`src/rtl/usbserial_pkg.sv`:
```
// usbserial_pkg
//   Shared defaults and elaboration helpers for the USB-serial FIFO bridge.
//   DATA_W_DEF / DEPTH_DEF / DBG_W_DEF : default stream width, FIFO depth, probe width
//   DEPTH_MIN                          : smallest legal FIFO depth
//   lvl_w(depth)                       : width of a fill-level counter that can hold 0..depth
//   depth_ok(depth)                    : true when depth is a power of two and >= DEPTH_MIN
package usbserial_pkg;

  localparam int DATA_W_DEF = 8;
  localparam int DEPTH_DEF  = 4;
  localparam int DBG_W_DEF  = 12;
  localparam int DEPTH_MIN  = 2;

  function automatic int lvl_w(input int depth);
    return $clog2(depth + 1);
  endfunction

  // Pointers wrap by plain binary overflow, so the depth must be a power of two.
  function automatic bit depth_ok(input int depth);
    return (depth >= DEPTH_MIN) && ((depth & (depth - 1)) == 0);
  endfunction

endpackage

```
`src/rtl/usbserial_fifo_bridge_if.sv`:
```
// usbserial_fifo_bridge_if
//   One valid/ready byte-stream link.
//   data  : DATA_W payload, driven by the producer
//   valid : producer has a word on data
//   ready : consumer can take a word this cycle
//   modport master : producer side (drives data/valid, sees ready)
//   modport slave  : consumer side (sees data/valid, drives ready)
//   A transfer happens on a clock edge where valid and ready are both high.
interface usbserial_fifo_bridge_if
  import usbserial_pkg::*;
#(
  parameter int DATA_W = DATA_W_DEF
);

  logic [DATA_W-1:0] data;
  logic              valid;
  logic              ready;

  modport master (output data, output valid, input ready);
  modport slave  (input data, input valid, output ready);

endinterface

```
`src/rtl/usbserial_sync_fifo.sv`:
```
// usbserial_sync_fifo
//   Single-clock FIFO with valid/ready on both sides and an exported fill level.
//   clk, reset : clock and synchronous active-high reset
//   push_if    : slave link, words entering the FIFO
//   pop_if     : master link, head entry leaving the FIFO
//   level      : number of stored entries, 0..DEPTH
//   Output data comes from storage only (no push-to-pop bypass), so a word
//   pushed into an empty FIFO becomes visible one cycle later.
//   Full/empty are derived from level; ready is low whenever full, even if a
//   pop happens in the same cycle.
module usbserial_sync_fifo
  import usbserial_pkg::*;
#(
  parameter int DATA_W = DATA_W_DEF,
  parameter int DEPTH  = DEPTH_DEF
) (
  input  logic                      clk,
  input  logic                      reset,
  usbserial_fifo_bridge_if.slave    push_if,
  usbserial_fifo_bridge_if.master   pop_if,
  output logic [lvl_w(DEPTH)-1:0]   level
);

  localparam int PTR_W = $clog2(DEPTH);
  localparam int LVL_W = lvl_w(DEPTH);

  generate
    if (!depth_ok(DEPTH)) begin : g_depth_check
      $error("usbserial_sync_fifo: DEPTH must be a power of two and at least 2");
    end
  endgenerate

  logic [DATA_W-1:0] mem [DEPTH];
  logic [PTR_W-1:0]  wr_ptr;
  logic [PTR_W-1:0]  rd_ptr;
  logic              full;
  logic              empty;
  logic              do_push;
  logic              do_pop;

  assign full  = (level == LVL_W'(DEPTH));
  assign empty = (level == '0);

  assign push_if.ready = !full;
  assign pop_if.valid  = !empty;
  assign pop_if.data   = mem[rd_ptr];

  assign do_push = push_if.valid && !full;
  assign do_pop  = !empty && pop_if.ready;

  // Storage is cleared on reset so the data output reads zero out of reset.
  always_ff @(posedge clk) begin
    if (reset) begin
      wr_ptr <= '0;
      rd_ptr <= '0;
      level  <= '0;
      for (int i = 0; i < DEPTH; i++) begin
        mem[i] <= '0;
      end
    end else begin
      if (do_push) begin
        mem[wr_ptr] <= push_if.data;
        wr_ptr      <= wr_ptr + PTR_W'(1);
      end
      if (do_pop) begin
        rd_ptr <= rd_ptr + PTR_W'(1);
      end
      case ({do_push, do_pop})
        2'b10:   level <= level + LVL_W'(1);
        2'b01:   level <= level - LVL_W'(1);
        default: level <= level;
      endcase
    end
  end

endmodule

```
`src/rtl/usbserial_fifo_bridge.sv`:
```
// usbserial_fifo_bridge
//   Byte-stream buffer between the USB UART core pipelines and the pin
//   handshakes, one FIFO per direction, plus an optional debug scan-out.
//   clk, reset          : single clock, synchronous active-high reset
//   core_out (slave)    : bytes from the USB host (core uart_out)
//   pin_out  (master)   : those bytes toward the pins
//   pin_in   (slave)    : bytes from the pins toward the USB host
//   core_in  (master)   : those bytes into the core uart_in
//   rx_level, tx_level  : fill levels of the core->pin and pin->core FIFOs
//   dbg_bus, dbg_rst    : probe inputs and scan frame restart
//   dbg_sdo, dbg_sync   : serial probe data (LSB first) and bit-0 marker
// Build option:
//   USBSERIAL_DEBUG_SCAN_EN defined   : scan serialiser present.
//   USBSERIAL_DEBUG_SCAN_EN undefined : no scan registers, dbg_sdo/dbg_sync tie
//                                       to 0, dbg_bus/dbg_rst are ignored.
// DBG_INTERNAL=1 scans the bridge's own {tx_level, rx_level, flags} word,
// zero-padded (or truncated from the top) to DBG_W, instead of dbg_bus.
module usbserial_fifo_bridge
  import usbserial_pkg::*;
#(
  parameter int DATA_W       = DATA_W_DEF,
  parameter int DEPTH        = DEPTH_DEF,
  parameter int DBG_W        = DBG_W_DEF,
  parameter bit DBG_INTERNAL = 1'b0
) (
  input  logic                      clk,
  input  logic                      reset,
  usbserial_fifo_bridge_if.slave    core_out,
  usbserial_fifo_bridge_if.master   pin_out,
  usbserial_fifo_bridge_if.slave    pin_in,
  usbserial_fifo_bridge_if.master   core_in,
  output logic [lvl_w(DEPTH)-1:0]   rx_level,
  output logic [lvl_w(DEPTH)-1:0]   tx_level,
  input  logic [DBG_W-1:0]          dbg_bus,
  input  logic                      dbg_rst,
  output logic                      dbg_sdo,
  output logic                      dbg_sync
);

  usbserial_sync_fifo #(
    .DATA_W (DATA_W),
    .DEPTH  (DEPTH)
  ) u_rx_fifo (
    .clk     (clk),
    .reset   (reset),
    .push_if (core_out),
    .pop_if  (pin_out),
    .level   (rx_level)
  );

  usbserial_sync_fifo #(
    .DATA_W (DATA_W),
    .DEPTH  (DEPTH)
  ) u_tx_fifo (
    .clk     (clk),
    .reset   (reset),
    .push_if (pin_in),
    .pop_if  (core_in),
    .level   (tx_level)
  );

`ifdef USBSERIAL_DEBUG_SCAN_EN
  localparam int LVL_W   = lvl_w(DEPTH);
  localparam int CNT_W   = $clog2(DBG_W);
  localparam int PROBE_W = 2 * LVL_W + 4;

  logic [DBG_W-1:0] scan_src;
  logic [DBG_W-1:0] shadow;
  logic [CNT_W-1:0] cnt;

  generate
    if (DBG_INTERNAL) begin : g_probe_int
      logic [PROBE_W-1:0] probe;
      assign probe = {tx_level, rx_level,
                      tx_level == LVL_W'(DEPTH), tx_level == '0,
                      rx_level == LVL_W'(DEPTH), rx_level == '0};
      assign scan_src = DBG_W'(probe);
      wire unused_dbg_bus = &{1'b0, dbg_bus};
    end else begin : g_probe_ext
      assign scan_src = dbg_bus;
    end
  endgenerate

  // cnt==0 captures a whole snapshot so every frame is coherent; later bits
  // come from the shadow, not the live bus. dbg_rst only re-aims the counter,
  // the serial outputs hold until the capture edge that follows.
  always_ff @(posedge clk) begin
    if (reset) begin
      cnt      <= '0;
      shadow   <= '0;
      dbg_sdo  <= 1'b0;
      dbg_sync <= 1'b0;
    end else if (dbg_rst) begin
      cnt <= '0;
    end else begin
      if (cnt == '0) begin
        shadow   <= scan_src;
        dbg_sdo  <= scan_src[0];
        dbg_sync <= 1'b1;
      end else begin
        dbg_sdo  <= shadow[cnt];
        dbg_sync <= 1'b0;
      end
      if (cnt == CNT_W'(DBG_W - 1)) begin
        cnt <= '0;
      end else begin
        cnt <= cnt + CNT_W'(1);
      end
    end
  end
`else
  assign dbg_sdo  = 1'b0;
  assign dbg_sync = 1'b0;
  wire unused_dbg = &{1'b0, dbg_bus, dbg_rst, DBG_INTERNAL};
`endif

endmodule
```
`src/flat_wrapper.sv`:
```
// flat-port wrapper written by rule: the top's interface ports become plain ports
module usbserial_fifo_bridge_flat import usbserial_pkg::*;
#(
  parameter int DATA_W       = DATA_W_DEF,
  parameter int DEPTH        = DEPTH_DEF,
  parameter int DBG_W        = DBG_W_DEF,
  parameter bit DBG_INTERNAL = 1'b0
)
  (clk, reset, rx_level, tx_level, dbg_bus, dbg_rst, dbg_sdo, dbg_sync, core_out_data, core_out_valid, core_out_ready, pin_out_data, pin_out_valid, pin_out_ready, pin_in_data, pin_in_valid, pin_in_ready, core_in_data, core_in_valid, core_in_ready);
  usbserial_fifo_bridge_if #(.DATA_W(DATA_W)) core_out_i ();
  usbserial_fifo_bridge_if #(.DATA_W(DATA_W)) pin_out_i ();
  usbserial_fifo_bridge_if #(.DATA_W(DATA_W)) pin_in_i ();
  usbserial_fifo_bridge_if #(.DATA_W(DATA_W)) core_in_i ();
  input  logic clk;
  input  logic reset;
  output logic [lvl_w(DEPTH)-1:0] rx_level;
  output logic [lvl_w(DEPTH)-1:0] tx_level;
  input  logic [DBG_W-1:0] dbg_bus;
  input  logic dbg_rst;
  output logic dbg_sdo;
  output logic dbg_sync;
  input wire logic [$bits(core_out_i.data)-1:0] core_out_data;
  input wire logic [$bits(core_out_i.valid)-1:0] core_out_valid;
  output wire logic [$bits(core_out_i.ready)-1:0] core_out_ready;
  output wire logic [$bits(pin_out_i.data)-1:0] pin_out_data;
  output wire logic [$bits(pin_out_i.valid)-1:0] pin_out_valid;
  input wire logic [$bits(pin_out_i.ready)-1:0] pin_out_ready;
  input wire logic [$bits(pin_in_i.data)-1:0] pin_in_data;
  input wire logic [$bits(pin_in_i.valid)-1:0] pin_in_valid;
  output wire logic [$bits(pin_in_i.ready)-1:0] pin_in_ready;
  output wire logic [$bits(core_in_i.data)-1:0] core_in_data;
  output wire logic [$bits(core_in_i.valid)-1:0] core_in_valid;
  input wire logic [$bits(core_in_i.ready)-1:0] core_in_ready;
  assign core_out_i.data = core_out_data;
  assign core_out_i.valid = core_out_valid;
  assign core_out_ready = core_out_i.ready;
  assign pin_out_data = pin_out_i.data;
  assign pin_out_valid = pin_out_i.valid;
  assign pin_out_i.ready = pin_out_ready;
  assign pin_in_i.data = pin_in_data;
  assign pin_in_i.valid = pin_in_valid;
  assign pin_in_ready = pin_in_i.ready;
  assign core_in_data = core_in_i.data;
  assign core_in_valid = core_in_i.valid;
  assign core_in_i.ready = core_in_ready;
  usbserial_fifo_bridge #(.DATA_W(DATA_W), .DEPTH(DEPTH), .DBG_W(DBG_W), .DBG_INTERNAL(DBG_INTERNAL)) u_core (.clk(clk), .reset(reset), .core_out(core_out_i), .pin_out(pin_out_i), .pin_in(pin_in_i), .core_in(core_in_i), .rx_level(rx_level), .tx_level(tx_level), .dbg_bus(dbg_bus), .dbg_rst(dbg_rst), .dbg_sdo(dbg_sdo), .dbg_sync(dbg_sync));
endmodule
```
`config.mk`:
```
export PLATFORM = sky130hd
export DESIGN_NAME = usbserial_fifo_bridge_flat
export DESIGN_NICKNAME = d
export VERILOG_FILES = /design/src/rtl/usbserial_pkg.sv /design/src/rtl/usbserial_fifo_bridge_if.sv /design/src/rtl/usbserial_sync_fifo.sv /design/src/rtl/usbserial_fifo_bridge.sv /design/src/flat_wrapper.sv
export SDC_FILE = /design/constraint.sdc
export NUM_CORES = 1
export LEC_CHECK = 0
export ABC_AREA = 1
export CAP_MARGIN = 20
export CELL_PAD_IN_SITES_DETAIL_PLACEMENT = 1
export CELL_PAD_IN_SITES_GLOBAL_PLACEMENT = 1
export CORE_AREA = 3 3 100 102
export CTS_BUF_LIST = sky130_fd_sc_hd__clkbuf_2
export CTS_CLUSTER_SIZE = 8
export DETAILED_ROUTE_END_ITERATION = 10
export DIE_AREA = 0 0 103 105
export GPL_TIMING_DRIVEN = 0
export HOLD_SLACK_MARGIN = 0.05
export PLACE_DENSITY_LB_ADDON = 0.05
export SLEW_MARGIN = 40
export SYNTH_ARGS = -nofsm -noshare
export SYNTH_HDL_FRONTEND = slang
export SYNTH_SLANG_ARGS = --single-unit
```
`constraint.sdc`:
```
create_clock -name clk -period 2.2 [get_ports clk]
set_input_delay 0.66 -clock clk [delete_from_list [all_inputs] [get_ports clk]]
set_output_delay 0.66 -clock clk [all_outputs]
set_load 0.05 [all_outputs]
```
Word level (Yosys, flattened, before mapping)

Memory sizes are Yosys's and may differ from the RTL's. A register that Yosys moved wholly into a read port is not among the register bits.
Index checks and enable logic that the tools add are counted.

Register bits after elaboration: 14
RAM bits: 64
Logic and storage cells: 56
Memories kept: 2

Memory list:

| name                 | depth | width | read ports | clocked after Yosys merged registers in | wr ports | line                      | source |
|---|---|---|---|---|---|---|---|
| u_core.u_rx_fifo.mem | 4     | 8     | 1          | 1                                       | 4        | usbserial_sync_fifo.sv:33 | `logic [DATA_W-1:0] mem [DEPTH];` |
| u_core.u_tx_fifo.mem | 4     | 8     | 1          | 1                                       | 4        | usbserial_sync_fifo.sv:33 |  |

Add/sub/neg operators: 8
Equal/unequal tests: 6
Muxes and demuxes: 20
Reductions and logical operators: 14

Operators by type and width:

| kind                | count |
|---|---|
| $mux 8              | 2 |
| $reduce_or 8->1     | 2 |
| $mux 2              | 6 |
| $pmux 3 s2          | 2 |
| $mux 1              | 10 |
| $add 2x1->2 const B | 4 |
| $add 3x1->3 const B | 2 |
| $eq 3x3->1 const B  | 2 |
| $logic_not 3->1     | 2 |
| $sub 3x1->3 const B | 2 |
| $eq 2x1->1 const B  | 2 |
| $eq 2x2->1 const B  | 2 |
| $logic_and 1x1->1   | 4 |
| $logic_not 1->1     | 4 |
| $reduce_bool 2->1   | 2 |

Depth between registers and ports, before layout

Depth after elaboration: 8
Gate-level depth with buffers: 13
Gate-level depth less buffers: 13

By module

From an unflattened synthesis, not the netlist that was laid out.

Cells, all modules: 385
Area, all modules: 3687.3 um^2

By module, submodules not included:

| module                | instances | cells each | area each (um^2) |
|---|---|---|---|
| usbserial_sync_fifo   | 2         | 191        | 1834.3 |
| usbserial_fifo_bridge | 1         | 3          | 18.8 |

Worst setup path after synthesis

Ideal clock, no wire load.

Kind: register to register
From: register u_core.u_rx_fifo.level[0]
To: memory u_core.u_rx_fifo.mem[1][0] (netlist bit) (enable)
Library setup time: 0.384 ns
Arrival: 2.105 ns
Data required time: 1.816 ns
Setup slack: -0.289 ns
Cell stages (with the launch flop): 5
Period minus slack after synthesis: 2.489 ns
Cells stage by stage: dfxtp_1 nor2_1 nand2_1 nand2_1 o21ai_0

RTL lines:

| item                     | line                      | source |
|---|---|---|
| start: declaration       | usbserial_sync_fifo.sv:21 | `output logic [lvl_w(DEPTH)-1:0] level` |
| start signal: assignment | usbserial_sync_fifo.sv:69 | `2'b10: level <= level + LVL_W'(1);` |
| start signal: assignment | usbserial_sync_fifo.sv:70 | `2'b01: level <= level - LVL_W'(1);` |
| start signal: assignment | usbserial_sync_fifo.sv:71 | `default: level <= level;` |
| end: declaration         | usbserial_sync_fifo.sv:33 |  |

==> key figures <==
Yosys
  – Top post-synthesis cells by count: 74 x sky130_fd_sc_hd__nor2_1, 64 x sky130_fd_sc_hd__edfxtp_1, 50 x sky130_fd_sc_hd__inv_1, 45 x sky130_fd_sc_hd__o21ai_0
  – Number of enable-type register cells in the synthesized netlist: 64
  – Share of the synthesized area in the top cell type: 52.3%
  – Post-synth top area cell: sky130_fd_sc_hd__edfxtp_1
  – Post-Syn Area: 3670 um2
  – Post-Syn Area per Cell: 9.64 um2
  – Library cell with the highest instance count after synthesis: sky130_fd_sc_hd__nor2_1
  – Top FF cell, synth: sky130_fd_sc_hd__edfxtp_1
  – Synthesis warning total: 0
  – Count of cell types in the netlist: 22
  – Area contributors post-synth: sky130_fd_sc_hd__edfxtp_1 52%, sky130_fd_sc_hd__dfxtp_1 9.8%, sky130_fd_sc_hd__nor2_1 7.6%
  – Async SR Flop Fraction: 0%
  – Synthesized flop and latch total: 82
  – Sequential fraction of the synthesis area: 62.1%
  – Number of standard cells after synthesis: 381

CTS
  – Maximum buffer depth of the clock tree: 2
  – Clock Sink Count: 82
  – H-Tree Depth: 3
  – Clk_lat worst skew: 0.51 ns
  – Clock root cell: sky130_fd_sc_hd__clkbuf_2
  – CTS tree: done
  – Register clock-pin slew on the reported worst setup and hold paths: 0.21 ns
  – Inserted Clock Buffers: 9

Global route
  – Number of global-route vias before repair: 3045
  – Maximum number of pins on one net before global-route repair: 14
  – Initial antenna violation count: 0
  – Wire length of the first global-routing pass: 15.4 mm
  – Overflow left after global routing: 0
  – Overall global routing resource usage: 18.5%

Place
  – Total placed cells including tap cells: 540
  – Final weighted congestion in routability-driven placement: 0.772
  – # port buffers: 47
  – Post-detailed-placement half-perimeter wirelength: 6.58 mm

Timing
  – Final Hold Vio Count: 0
  – Final period util: 104%
  – Unrepaired setup endpoints after global routing: true
  – Max-slew violation total from the final report: 0
  – Slack of the critical path: -0.0893 ns
  – Maximum frequency from static timing analysis: 0.437 GHz
  – Final critical delay including setup and external delays: 2.29 ns
  – Worst Skew: 0.0344 ns
  – Final worst hold slack: 0.517 ns
  – Worst-Margin Slew: 0.683 ns
  – Worst slew margin relative to its limit: 54.5%
  – Final setup violating endpoints: 16

Die
  – Number of rows in the core area: 35
  – Initial Utilization: 39.9%
  – Y dimension of the die: 105 um
  – Floorplan die width: 103 um
  – Die Area: 10800 um2
  – I/O pin total: 63
  – Core area: 9200 um2

Routing
  – DR pass1 iterations: 5
  – Number of nets still failing antenna checks after routing: 0
  – Via count: 2972
  – Drt first-iter violations: 98
  – Detailed-route wire length per cell: 17.3 um
  – Drt drc: 0
  – DR vias/cell: 5.25
  – DRT Wirelength: 9.79 mm

Finish
  – Antenna diode count: 0
  – Area growth from synthesis to layout: 33.6%
  – Layout Cells excl Fill: 566
  – Fraction of layout instances using a drive strength above 1: 29.2%
  – Layout net count: 489
  – Number of fillers in the final layout: 1024

Setup path
  – WP data required: 1.54 ns
  – WP data arrival: 1.63 ns
  – Startpoint kind of the worst setup timing path: flip-flop
  – Type of element capturing the critical path: primary output
  – Critical path start-end classification: reg2out
  – CP max FO: 6

Run status
  – Violated checks: setup timing
  – Outcome: finished with violations

Power and ir drop
  – Max IR drop VDD: 0.540 mV
  – Power Density: 1220 nW/um2
  – Cell leakage power: 0.00195 uW

Min path
  – Worst min-delay path category: reg2reg

Flow run
  – Number of max-capacitance violations reported: 0
[metrics by stage]
| stage | setup WS (ns) | util (%) | instance area (um2) | setup TNS (ns) | total power (uW) |
|---|---|---|---|---|---|
| floorplan | -0.00166 | - | 3690 | -0.0266 | 3690 |
| global placement | -0.956 | 46.8 | 4300 | -44.93 | 4460 |
| detailed placement | -0.641 | 46.8 | 4310 | -35.88 | 4500 |
| CTS | -0.141 | 50.2 | 4620 | -1.21 | 5670 |
| global route | -0.190 | 53.4 | 4910 | -2.30 | 6280 |
| finish | -0.0893 | 53.4 | 4910 | -0.617 | 5960 |
[final timing paths]
check                                                        startpoint                                endpoint  slack [ns]  cells after the start
worst max register to register   u_core.u_rx_fifo.level[0]$_SDFFE_PP0P_  u_core.u_rx_fifo.level[2]$_SDFFE_PP0P_        0.23                     11
worst max-delay path                                          flip-flop                         core_in_data[4]       -0.09                      5
worst min-delay path            u_core.u_rx_fifo.rd_ptr[1]$_SDFFE_PP0P_                               flip-flop        0.52                      2
worst min register to register  u_core.u_rx_fifo.rd_ptr[1]$_SDFFE_PP0P_                               flip-flop        0.52                      2
[timing repair]
item,in CTS,in global routing
setup endpoints to repair,34,27
gates cloned,3,0
gates resized for setup,193,69
pin swaps,14,15
hold buffers,0,0
setup buffers,4,4
[cells by family after synthesis]
| family | Yosys count | synth area share, % |
|---|---|---|
| AND/OR/NAND/NOR | 154 | 18.0 |
| flip-flops | 82 | 62.1 |
| AO/OA/AOI/OAI | 72 | 10.4 |
| buffers and inverters | 68 | 7.63 |
| adder cells (fa/ha/maj) | 4 | 1.77 |
| other | 1 | 0.102 |
[layout by cell type (no fill, tap or decap), drive strengths merged, types with 3 or more instances in the layout]
cell type	instances
nor2	74
o22ai	16
nor3	32
edfxtp	64
dfxtp	18
clkdlybuf4s50	21
clkinv	3
inv	52
clkbuf	15
dlygate4sd2	6
o21ai	45
nand4	3
a21oi	11
nand2	33
buf	40
bufinv	3
nand3	12
[registers in the layout, indices dropped and copies added (netlist names), named ones only]
| signal | flops |
|---|---|
| u_core.u_rx_fifo.level | 3 |
| u_core.u_tx_fifo.mem | 32 |
| u_core.u_tx_fifo.rd_ptr | 2 |
| u_core.u_tx_fifo.wr_ptr | 2 |
| u_core.u_rx_fifo.mem | 32 |
| u_core.u_tx_fifo.level | 3 |
| u_core.u_rx_fifo.wr_ptr | 2 |
| u_core.u_rx_fifo.rd_ptr | 2 |
[worst max-delay path, cell delays in order, from the launching register on]
cell and delay [ns]:
sky130_fd_sc_hd__dfxtp_4 0.48, sky130_fd_sc_hd__buf_8 0.15, sky130_fd_sc_hd__buf_8 0.13, sky130_fd_sc_hd__nor2_2 0.05
sky130_fd_sc_hd__o22ai_2 0.13, sky130_fd_sc_hd__buf_6 0.19
[area by class of cell]
type | instances | area, um2 | share of cell area, %
flip-flops and latches | 82 | 2300 | 47.0
multi-input cells | 232 | 1380 | 28.2
inverters | 54 | 223 | 4.54
clock buffers | 11 | 55.1 | 1.12
plain buffers | 14 | 119 | 2.42
clock inverters | 5 | 103 | 2.09
repair buffers | 57 | 581 | 11.8
well taps | 111 | 139 | 2.83
[report_power, final]
part           total [uW]  internal (uW)  switching [uW]
clock                1020            497             518
sequential           2120           1940             184
combinational        2830            961            1870
total                5960           3390            2570
[layer usage]
layer	track usage (%)	share of wire (%)	vias to the layer above
li1	-	-	1433
met1	26.1	45	1480
met2	29.5	50	53
met3	3.94	3.9	6
met4	3.33	0.65	0
met5	0	0	-
No activity file was read; power rests on OpenSTA's default activity.
